--- config.mk ---
export PLATFORM = sky130hd
export DESIGN_NAME = cn_bank_arbiter
export DESIGN_NICKNAME = d
export VERILOG_FILES = /design/src/rtl/cn_bank_arbiter.sv
export SDC_FILE = /design/constraint.sdc
export NUM_CORES = 1
export LEC_CHECK = 0
export CAP_MARGIN = 10
export CELL_PAD_IN_SITES_DETAIL_PLACEMENT = 1
export CELL_PAD_IN_SITES_GLOBAL_PLACEMENT = 1
export CORE_MARGIN = 2
export CORE_UTILIZATION = 30
export CTS_CLUSTER_DIAMETER = 100
export DETAILED_ROUTE_END_ITERATION = 10
export PLACE_DENSITY_LB_ADDON = 0.1
export SLEW_MARGIN = 0
export SYNTH_ARGS = -nofsm -noshare
export SYNTH_HDL_FRONTEND = slang
export SYNTH_SLANG_ARGS = --single-unit
--- constraint.sdc ---
create_clock -name clk -period 2.1 [get_ports clk]
set_clock_uncertainty 0.2 [all_clocks]
set_input_delay 0.42 -clock clk [delete_from_list [all_inputs] [get_ports clk]]
set_output_delay 0.42 -clock clk [all_outputs]
set_load 0.05 [all_outputs]
--- src/rtl/cn_bank_arbiter.sv ---
// Round-robin owner of a WIDTH-cell C/N flip-flop bank: accepts one command, applies it cnt cycles, pulses done.
// Latency cnt+2 cycles per command; ready only in IDLE to the arbitration winner, so the loser simply waits.
module cn_bank_arbiter #(
    parameter int WIDTH = 8,
    parameter int IDXW  = 3,
    parameter int CNTW  = 4
) (
    input  logic             clk,
    input  logic             reset,
    input  logic             req0_valid,
    output logic             req0_ready,
    input  logic             req0_c,
    input  logic             req0_n,
    input  logic [IDXW-1:0]  req0_idx,
    input  logic [CNTW-1:0]  req0_cnt,
    input  logic             req1_valid,
    output logic             req1_ready,
    input  logic             req1_c,
    input  logic             req1_n,
    input  logic [IDXW-1:0]  req1_idx,
    input  logic [CNTW-1:0]  req1_cnt,
    output logic [WIDTH-1:0] q,
    output logic [WIDTH-1:0] qbar,
    output logic             busy,
    output logic             owner,
    output logic             done
);

    typedef enum logic [1:0] {IDLE, APPLY, DONE} state_t;

    state_t            state_q, state_d;
    logic              c_q, c_d, n_q, n_d;
    logic [IDXW-1:0]   idx_q, idx_d;
    logic [CNTW-1:0]   rem_q, rem_d;
    logic              owner_q, owner_d;
    logic              prio_q, prio_d;
    logic [WIDTH-1:0]  bank_q, bank_d;
    logic              grant1;
    logic              accept;

    // prio_q names the requester that wins a tie.
    always_comb begin
        grant1     = req1_valid && (!req0_valid || prio_q);
        req0_ready = reset && (state_q == IDLE) && req0_valid && !grant1;
        req1_ready = reset && (state_q == IDLE) && grant1;
        accept     = req0_ready || req1_ready;
    end

    always_comb begin
        state_d = state_q;
        c_d     = c_q;
        n_d     = n_q;
        idx_d   = idx_q;
        rem_d   = rem_q;
        owner_d = owner_q;
        prio_d  = prio_q;
        bank_d  = bank_q;
        case (state_q)
            IDLE: begin
                if (accept) begin
                    owner_d = grant1;
                    c_d     = grant1 ? req1_c   : req0_c;
                    n_d     = grant1 ? req1_n   : req0_n;
                    idx_d   = grant1 ? req1_idx : req0_idx;
                    rem_d   = grant1 ? req1_cnt : req0_cnt;
                    state_d = ((grant1 ? req1_cnt : req0_cnt) != '0) ? APPLY : DONE;
                end
            end
            APPLY: begin
                // An index past the bank matches no cell, so the command still times out normally.
                for (int i = 0; i < WIDTH; i++) begin
                    if (idx_q == IDXW'(i)) begin
                        bank_d[i] = bank_q[i] ? ~n_q : (n_q & c_q);
                    end
                end
                rem_d = rem_q - 1'b1;
                if (rem_q == CNTW'(1)) begin
                    state_d = DONE;
                end
            end
            DONE: begin
                prio_d  = ~owner_q;
                state_d = IDLE;
            end
            default: state_d = IDLE;
        endcase
    end

    always_ff @(posedge clk) begin
        if (!reset) begin
            state_q <= IDLE;
            c_q     <= 1'b0;
            n_q     <= 1'b0;
            idx_q   <= '0;
            rem_q   <= '0;
            owner_q <= 1'b0;
            prio_q  <= 1'b0;
            bank_q  <= '0;
        end else begin
            state_q <= state_d;
            c_q     <= c_d;
            n_q     <= n_d;
            idx_q   <= idx_d;
            rem_q   <= rem_d;
            owner_q <= owner_d;
            prio_q  <= prio_d;
            bank_q  <= bank_d;
        end
    end

    assign q     = bank_q;
    assign qbar  = ~bank_q;
    assign busy  = (state_q != IDLE);
    assign done  = (state_q == DONE);
    assign owner = owner_q;

endmodule

==> impl_metrics.toml, run 1 <==
[timing]
maxSlewHeadroom = 0.6841
setup_violations = 0
rsz0062_at_grt = "no"
tightestPinTransition_ns = 0.4729
final_hold_viol_count = 0
whs_ns = 0.2854
finalMaxSlewViolations = 0
max_freq_mhz = 506.5
finalCritPeriodShare = 0.9402
finalCriticalPeriod_ns = 1.974
setup_tns_ns = 0

[die]
ios = 43
die_height_um = 66.75
design.core.area_um2 = 3716
die-area_um2 = 4455
dieWidth_um = 66.75
start_util = 0.3178
rows = 22

[cells_and_area]
final_cell_mix = "31 x buf_4, 19 x dfxtp_1, 18 x clkdlybuf4s50_1"
fill_cells = 479
instances_no_fill = 247
drive_above_1_share = 0.2663
syn_to_final_growth_pct = 50.64
final_common_cell = "buf_4"
diodes = 0
finish.net_count = 224
fin_area_um2 = 1779

[power_and_ir_drop]
power_frac_comb = 0.289
cellPowerDensity_nw_per_um2 = 573.8
switching_share = 0.3155
pwr-share-seq = 0.448
switchingPower_uw = 322.1
cellLeakagePower_nw = 0.7164
vdd_drop_max_v = 0.0003246
internal_power_uw = 698.8
clockPowerShare = 0.263

[setup_path]
arrival_ns = 1.35
crit_chain = "dlygate4sd2_1, buf_4, clkinv_1, nor3_4, buf_12"
cpPeakStageDelay_ns = 0.26
cp-end-kind = "primary output"
worstPathMaxFanout = 3
worst_path_max_delay_cell = "dlygate4sd2_1"
critical_path.startpoint_type = "input port"
required_ns = 1.48
worstSetupPathType = "input port to primary output"

[place]
dpl.hpwl_um = 2988
place_inst = 241
gp_congestion = 0.8284
dpl-instance-area_um2 = 1709
portBuffers = 42

[logic_synthesis]
synth_cells = 147
synthXorXnorAreaFrac = 0
syn_avg_cell_area_um2 = 8.035
synth_top_family_by_area = "compound AO/OA/AOI/OAI gates"
synth_fa_ha_area_frac = 0.02119
syn-num-nets = 171
synth-seq-cells = 21
synth_compound_area_frac = 0.2744
synth-edff-count = 0
yosys.area_share.simple = 0.2638
synthFlopType = "dfxtp_1"
ys_seq_area_frac = 0.3559
yosysWarnings = 0
ys_types = 39
synthMuxAreaShare = 0
async_reset_ff_frac = 0
syn_area_um2 = 1181

[drt]
routed_via_density = 5.324
drc = 0
wirelength_um = 3781
dr_total_vias = 1315
wl_per_cell_um = 15.31
drt-initial-drc-count = 58
drtAntennaViolNets = 0
firstDrtPassIters = 4

[clocking]
clockBufferDepth = 2
cts_tree = "yes"
clk_latency_ns = 0.26
cts_hold_buffers = 0
cts_buffers = 3
cts_sinks = 21
clk_pin_slew_ns = 0.08
ctsHtreeMaxLevel = 1
cts_root_buffer = "clkbuf_8"

[min_path]
hp-class = "flop to flop"

[global_route]
grt_usage = 0.1879
overflow = 0
grt_pass1_wl_um = 6320
grt_pass1_vias = 1392
grt_max_degree = 18
antenna_found_initial = 0

[outcome]
status = "completed"

[flow_run]
cap_violations = 0
==> logic make-up after synthesis <==
group | after synthesis
flip-flops | 21
AO/OA/AOI/OAI | 47
buffers and inverters | 21
adder cells (fa/ha/maj) | 2
AND/OR/NAND/NOR | 56
==> through the flow <==
stage / util / power [mW] / worst slack, ns
floorplan: - / 0.6269 / 0.06166
global placement: 0.4599 / 0.7428 / -0.1152
detailed placement: 0.4599 / 0.7554 / -0.1422
CTS: 0.4774 / 1.032 / 0.01382
global route: 0.4788 / 1.088 / 0.05577
finish: 0.4788 / 1.021 / 0.1256
==> power by group through the flow <==
stage | Clock, mW | Combinational [mW] | Sequential (mW)
final | 0.269 | 0.295 | 0.457
after global routing | 0.301 | 0.323 | 0.463
after CTS | 0.280 | 0.296 | 0.456
after detailed placement | 0 | 0.290 | 0.465
after global placement | 0 | 0.281 | 0.462
after floorplan | 0 | 0.169 | 0.458
==> critical path: cells and delay by family <==
| family | cells | cell delay, ns |
|---|---|---|
| buffers and inverters | 4 | 0.67 |
| AND/OR/NAND/NOR | 1 | 0.26 |
==> final timing paths <==
path,end,cells after the start,slack (ns),start
setup / recovery,req1_ready,5,0.13,reset
hold / removal,owner,2,0.29,owner
setup reg to reg,q[7],4,0.41,state_q[0]
hold reg to reg,owner,2,0.29,owner
==> routing by layer <==
layer	global-route usage	up-vias	wire [um]
met2	0.3388	26	1943
met5	0	-	0
met4	0.05357	0	71
met1	0.2234	644	1652
li1	-	639	-
met3	0.03716	6	114
==> state kept, by name (all words and copies together), names as in the netlist <==
signal   cells
idx_q        3
state_q      2
owner        1
c_q          1
prio_q       1
rem_q        4
n_q          1
q            8
==> repair_timing <==
action / 4_1_cts / 5_1_grt
setup buffers: 2 / 0
pin swaps: 2 / 0
setup endpoints to repair: 2 / 1
cloned: 0 / 0
endpoints found under the hold margin: 0 / 0
gates resized for setup: 5 / 3
==> cell usage after synthesis (2+ instances only) <==
library cell	count	share of area
dfxtp_1	21	0.36
nand2_1	14	0.044
inv_1	12	0.038
a21oi_1	10	0.042
o21ai_0	9	0.038
nand3_1	8	0.034
nor2_1	8	0.025
a211oi_1	6	0.038
a311oi_1	6	0.044
and3_1	5	0.026
clkbuf_1	3	0.0095
nor3_1	3	0.013
nor4_1	3	0.016
o211a_1	3	0.025
o21a_1	3	0.019
or3_1	3	0.016
a21boi_0	2	0.013
a31o_2	2	0.015
a31oi_1	2	0.011
buf_6	2	0.019
ha_1	2	0.021
nand3b_1	2	0.013
nor3b_1	2	0.013
==> area by class of cell <==
class                   count  area [um^2]  share of cell area
flip-flops and latches     21        422.9              0.2377
multi-input cells         105        681.9              0.3833
well taps                  48        60.06             0.03376
inverters                  13        48.80             0.02743
repair buffers             56        519.2              0.2918
clock buffers               3        41.29             0.02321
clock inverters             1        5.005            0.002813
No activity file was read; power rests on OpenSTA's default activity.
==> run 2: changes to the inputs <==
Settings changed: CORE_UTILIZATION 30 to 31.
==> run 2 against run 1 <==
- critical endpoint unchanged
- count of clock-buffer cells in the layout unchanged
- critical path type is now flop to primary output
- cell count is 1.2% lower
- flip-flop and latch count did not move
- global-route usage is 1.3 points lower
==> impl_metrics.toml, run 2 (same netlist as run 1, synthesis figures left out) <==
[clocking]
cts_buffers = 3
clockBufferDepth = 2
cts_root_buffer = "clkbuf_8"
clk_latency_ns = 0.26
cts_sinks = 21
clk_pin_slew_ns = 0.09
cts_hold_buffers = 0
ctsHtreeMaxLevel = 1
cts_tree = "yes"

[cells_and_area]
final_common_cell = "buf_4"
diodes = 0
instances_no_fill = 244
finish.net_count = 221
drive_above_1_share = 0.2653
final_cell_mix = "27 x buf_4, 19 x dfxtp_1, 18 x clkdlybuf4s50_1"
syn_to_final_growth_pct = 49.89
fill_cells = 458
largest_reg_flops = 8
fin_area_um2 = 1770

[drt]
wl_per_cell_um = 14.61
drc = 0
routed_via_density = 5.287
dr_total_vias = 1290
drtAntennaViolNets = 0
drt-initial-drc-count = 33
firstDrtPassIters = 4
wirelength_um = 3564

[place]
gp_congestion = 0.7851
dpl-instance-area_um2 = 1694
portBuffers = 42
dpl_worst_slack_ns = -0.08157
place_inst = 239
dpl.hpwl_um = 2872

[outcome]
status = "completed"

[flow_run]
cap_violations = 0

[timing]
final_hold_viol_count = 0
maxSlewHeadroom = 0.7159
finalMaxSlewViolations = 0
rsz0062_at_grt = "no"
max_freq_mhz = 512.5
finalCriticalPeriod_ns = 1.951
setup_violations = 0
finalCritPeriodShare = 0.9292
fin_ws_ns = 0.1487
whs_ns = 0.2829
tightestPinTransition_ns = 0.4230

[setup_path]
r2r_cells = 4
worstPathMaxFanout = 9
worstSetupPathType = "flop to primary output"
required_ns = 1.48
arrival_ns = 1.33
critical_path.startpoint_type = "flop"
cp-end-kind = "primary output"

[die]
ios = 43
rows = 22
die_height_um = 65.73
design.core.area_um2 = 3661
dieWidth_um = 65.73
start_util = 0.3226
die-area_um2 = 4320

[global_route]
grt_usage = 0.1753
grt_max_degree = 18
overflow = 0
antenna_found_initial = 0
grt_pass1_vias = 1309
grt_pass1_wl_um = 5851

[power_and_ir_drop]
vdd_drop_max_v = 0.0002615
cellPowerDensity_nw_per_um2 = 574.1
cellLeakagePower_nw = 0.7115

[min_path]
whs_path_depth = 1
hp-class = "flop to flop"
run 2: changes by cell type in the layout (fill, tap and decap cells not counted):
cell / previous run / this run
and3_1: 5 / 4
and3_4: 0 / 1
buf_4: 31 / 27
buf_6: 0 / 1
clkinv_1: 1 / 0
clkinv_2: 1 / 2
dlygate4sd2_1: 3 / 2
dlymetal6s2s_1: 0 / 1
run 2: power by group:
part	leakage [nW]	switching (mW)	internal, mW	total, mW
sequential	0.172	0.0323	0.425	0.457
clock	0.0255	0.140	0.132	0.272
combinational	0.514	0.147	0.140	0.287
run 2: metrics by stage:
stage,TNS (ns),total power [mW],util
after global placement,-0.06349,0.7408,0.4627
final,0,1.016,0.4836
after floorplan,0,0.6269,-
after CTS,0,1.026,0.4802
after global routing,0,1.079,0.4836
after detailed placement,-0.2372,0.7487,0.4627
run 2: layout make-up:
| class | instances | area (um^2) | share of cell area |
|---|---|---|---|
| clock buffer | 3 | 41.29 | 0.02332 |
| clock inverter | 1 | 5.005 | 0.002827 |
| inverter | 13 | 50.05 | 0.02827 |
| multi-input combinational | 105 | 686.9 | 0.3880 |
| sequential | 21 | 422.9 | 0.2389 |
| tap | 48 | 60.06 | 0.03392 |
| timing repair buffer | 53 | 504.2 | 0.2848 |
run 2: per-layer routing:
metal,share of wire,global-route usage,wire [um]
met1,0.40,0.1787,1429
met4,0.0062,0.05208,22
met2,0.56,0.3548,1985
met3,0.036,0.02911,127
met5,0,0,0
run 2: worst max-delay path, cell delays in order (launching register included):
cell and delay, ns:
dfxtp_2 0.39, nor2_2 0.16, inv_1 0.13, nor3_4 0.22, buf_12 0.16
run 2: final timing paths:
path	start	endpoint	slack [ns]
min reg2reg	owner	prio_q	0.28
max reg2reg	state_q[0]	q[3]	0.40
max	state_q[0]	req1_ready	0.15
min	owner	prio_q	0.28
run 2: repair_timing:
action                                  4_1_cts  5_1_grt
hold endpoints to repair                      0        0
resized for setup                             8        3
pin swaps                                     1        1
endpoints found under the setup margin        2        2
setup buffers                                 0        1
==> run 3: changes to the inputs <==
Settings changed: CAP_MARGIN 10 to 15, PLACE_DENSITY set to 0.74, PLACE_DENSITY_LB_ADDON 0.1 to unset.
==> run 3 against run 2 <==
- die area did not move
- sequential share of layout area fell by 0.15 points
- wire length rose by 6.5%
- total power rose by 1.1%
- flip-flop and latch count did not move
- largest power group unchanged
==> impl_metrics.toml, run 3 (same netlist as run 1, synthesis figures left out) <==
[outcome]
status = "completed"

[setup_path]
r2r_cells = 4
r2r_start = "state_q[0]"
worstSetupPathType = "input port to primary output"
ff2ff_setup_slack_ns = 0.36
crit_chain = "clkdlybuf4s50_1, nand2_2, nor3_4, buf_12"
worst_path_max_delay_cell = "clkdlybuf4s50_1"
r2r_end = "q[3]"
cpPeakStageDelay_ns = 0.55
arrival_ns = 1.43
cp-end-kind = "primary output"
required_ns = 1.48
worstPathMaxFanout = 4
critical_path.startpoint_type = "input port"

[clocking]
cts_tree = "yes"
ctsHtreeMaxLevel = 1
clk_pin_slew_ns = 0.09
clockBufferDepth = 2
cts_hold_buffers = 0
cts_root_buffer = "clkbuf_8"
cts_sinks = 21
clk_latency_ns = 0.26
cts_buffers = 3

[drt]
drc = 0
dr_total_vias = 1314
drt-initial-drc-count = 19
firstDrtPassIters = 5
drtAntennaViolNets = 0
wirelength_um = 3795
routed_via_density = 5.341
wl_per_cell_um = 15.43

[power_and_ir_drop]
cellLeakagePower_nw = 0.7156
cellPowerDensity_nw_per_um2 = 576.7
switching_share = 0.3198
power_frac_comb = 0.286
pwr-share-seq = 0.446
switchingPower_uw = 328.6
clockPowerShare = 0.268
vdd_drop_max_v = 0.0004270
internal_power_uw = 698.9

[die]
dieWidth_um = 65.73
rows = 22
design.core.area_um2 = 3661
ios = 43
die_height_um = 65.73
die-area_um2 = 4320
start_util = 0.3226

[place]
gp_congestion = 0.8457
dpl-instance-area_um2 = 1702
dpl_worst_slack_ns = -0.1301
dpl.hpwl_um = 2910
portBuffers = 42

[timing]
fin_ws_ns = 0.05378
maxSlewHeadroom = 0.7001
tightestPinTransition_ns = 0.4489
final_hold_viol_count = 0
rsz0062_at_grt = "no"
setup_tns_ns = 0
whs_ns = 0.2879
finalCritPeriodShare = 0.9744
max_freq_mhz = 488.7
finalMaxSlewViolations = 0
finalCriticalPeriod_ns = 2.046
setup_violations = 0

[global_route]
grt_pass1_vias = 1335
grt_max_degree = 18
grt_usage = 0.1830
overflow = 0
grt_pass1_wl_um = 6230
antenna_found_initial = 0

[min_path]
hp-start = "owner"
whs_path_depth = 1
hp-class = "flop to flop"
hold-path-endpoint = "prio_q"

[cells_and_area]
final_cell_mix = "30 x buf_4, 19 x dfxtp_1, 19 x clkdlybuf4s50_1"
fill_cells = 459
syn_to_final_growth_pct = 50.85
multi_input_area_um2 = 686.9
fin_util = 0.4867
fin_area_um2 = 1782
final_common_cell = "buf_4"
finish.net_count = 223
drive_above_1_share = 0.2677
diodes = 0
largest_reg_flops = 8
regArea_um2 = 422.9

[flow_run]
cap_violations = 0
-- run 3: cell types whose count changed in the layout (fill, tap and decap cells not counted), sizes merged --
cell,change
clkdlybuf4s50,+1
dlygate4sd2,-1
buf,+2
-- run 3: worst max-delay path: cells and delay by family --
family                 cells  cell delay, ns
buffers and inverters      2            0.71
and+or+nand+nor            2            0.30
-- run 3: cell type report --
| type | instances | share of cell area |
|---|---|---|
| clock inverter | 1 | 0.002809 |
| timing repair buffer | 55 | 0.2900 |
| clock buffer | 3 | 0.02317 |
| sequential | 21 | 0.2374 |
| inverter | 13 | 0.02739 |
| tap | 48 | 0.03371 |
| multi-input combinational | 105 | 0.3855 |
-- run 3: metal layers --
| metal | global-route usage | share of wire | up-vias |
|---|---|---|---|
| li1 | - | - | 637 |
| met1 | 0.2326 | 0.44 | 639 |
| met2 | 0.3258 | 0.51 | 36 |
| met3 | 0.02740 | 0.049 | 2 |
| met4 | 0.03646 | 0.0018 | 0 |
| met5 | 0 | 0 | - |
-- run 3: through the flow --
| step | instances | power (mW) |
|---|---|---|
| 2_1_floorplan | 147 | 0.6269 |
| 3_3_place_gp | 240 | 0.7377 |
| 3_5_place_dp | 240 | 0.7495 |
| 4_1_cts | 244 | 1.029 |
| 5_1_grt | 246 | 1.088 |
| 6_report | 246 | 1.028 |
-- run 3: power by group through the flow --
stage | registers, mW | logic (mW) | clock network, mW
final | 0.458 | 0.294 | 0.275
after global routing | 0.463 | 0.321 | 0.305
after CTS | 0.456 | 0.290 | 0.283
after detailed placement | 0.465 | 0.285 | 0
after global placement | 0.462 | 0.276 | 0
after floorplan | 0.458 | 0.169 | 0
-- run 3: worst max path at each step --
stage	start	endpoint	cells after the start
finish	req1_valid	req1_ready	4
global route	req1_valid	req1_ready	4
CTS	req0_valid	req0_ready	5
detailed placement	reset	idx_q[0]	7
global placement	reset	req0_ready	4
floorplan	reset	req1_ready	4
-- run 3: repair_timing --
item,in CTS,in global routing
setup buffers,0,2
gates resized for setup,4,4
setup endpoints to repair,2,2
pin swaps,2,2
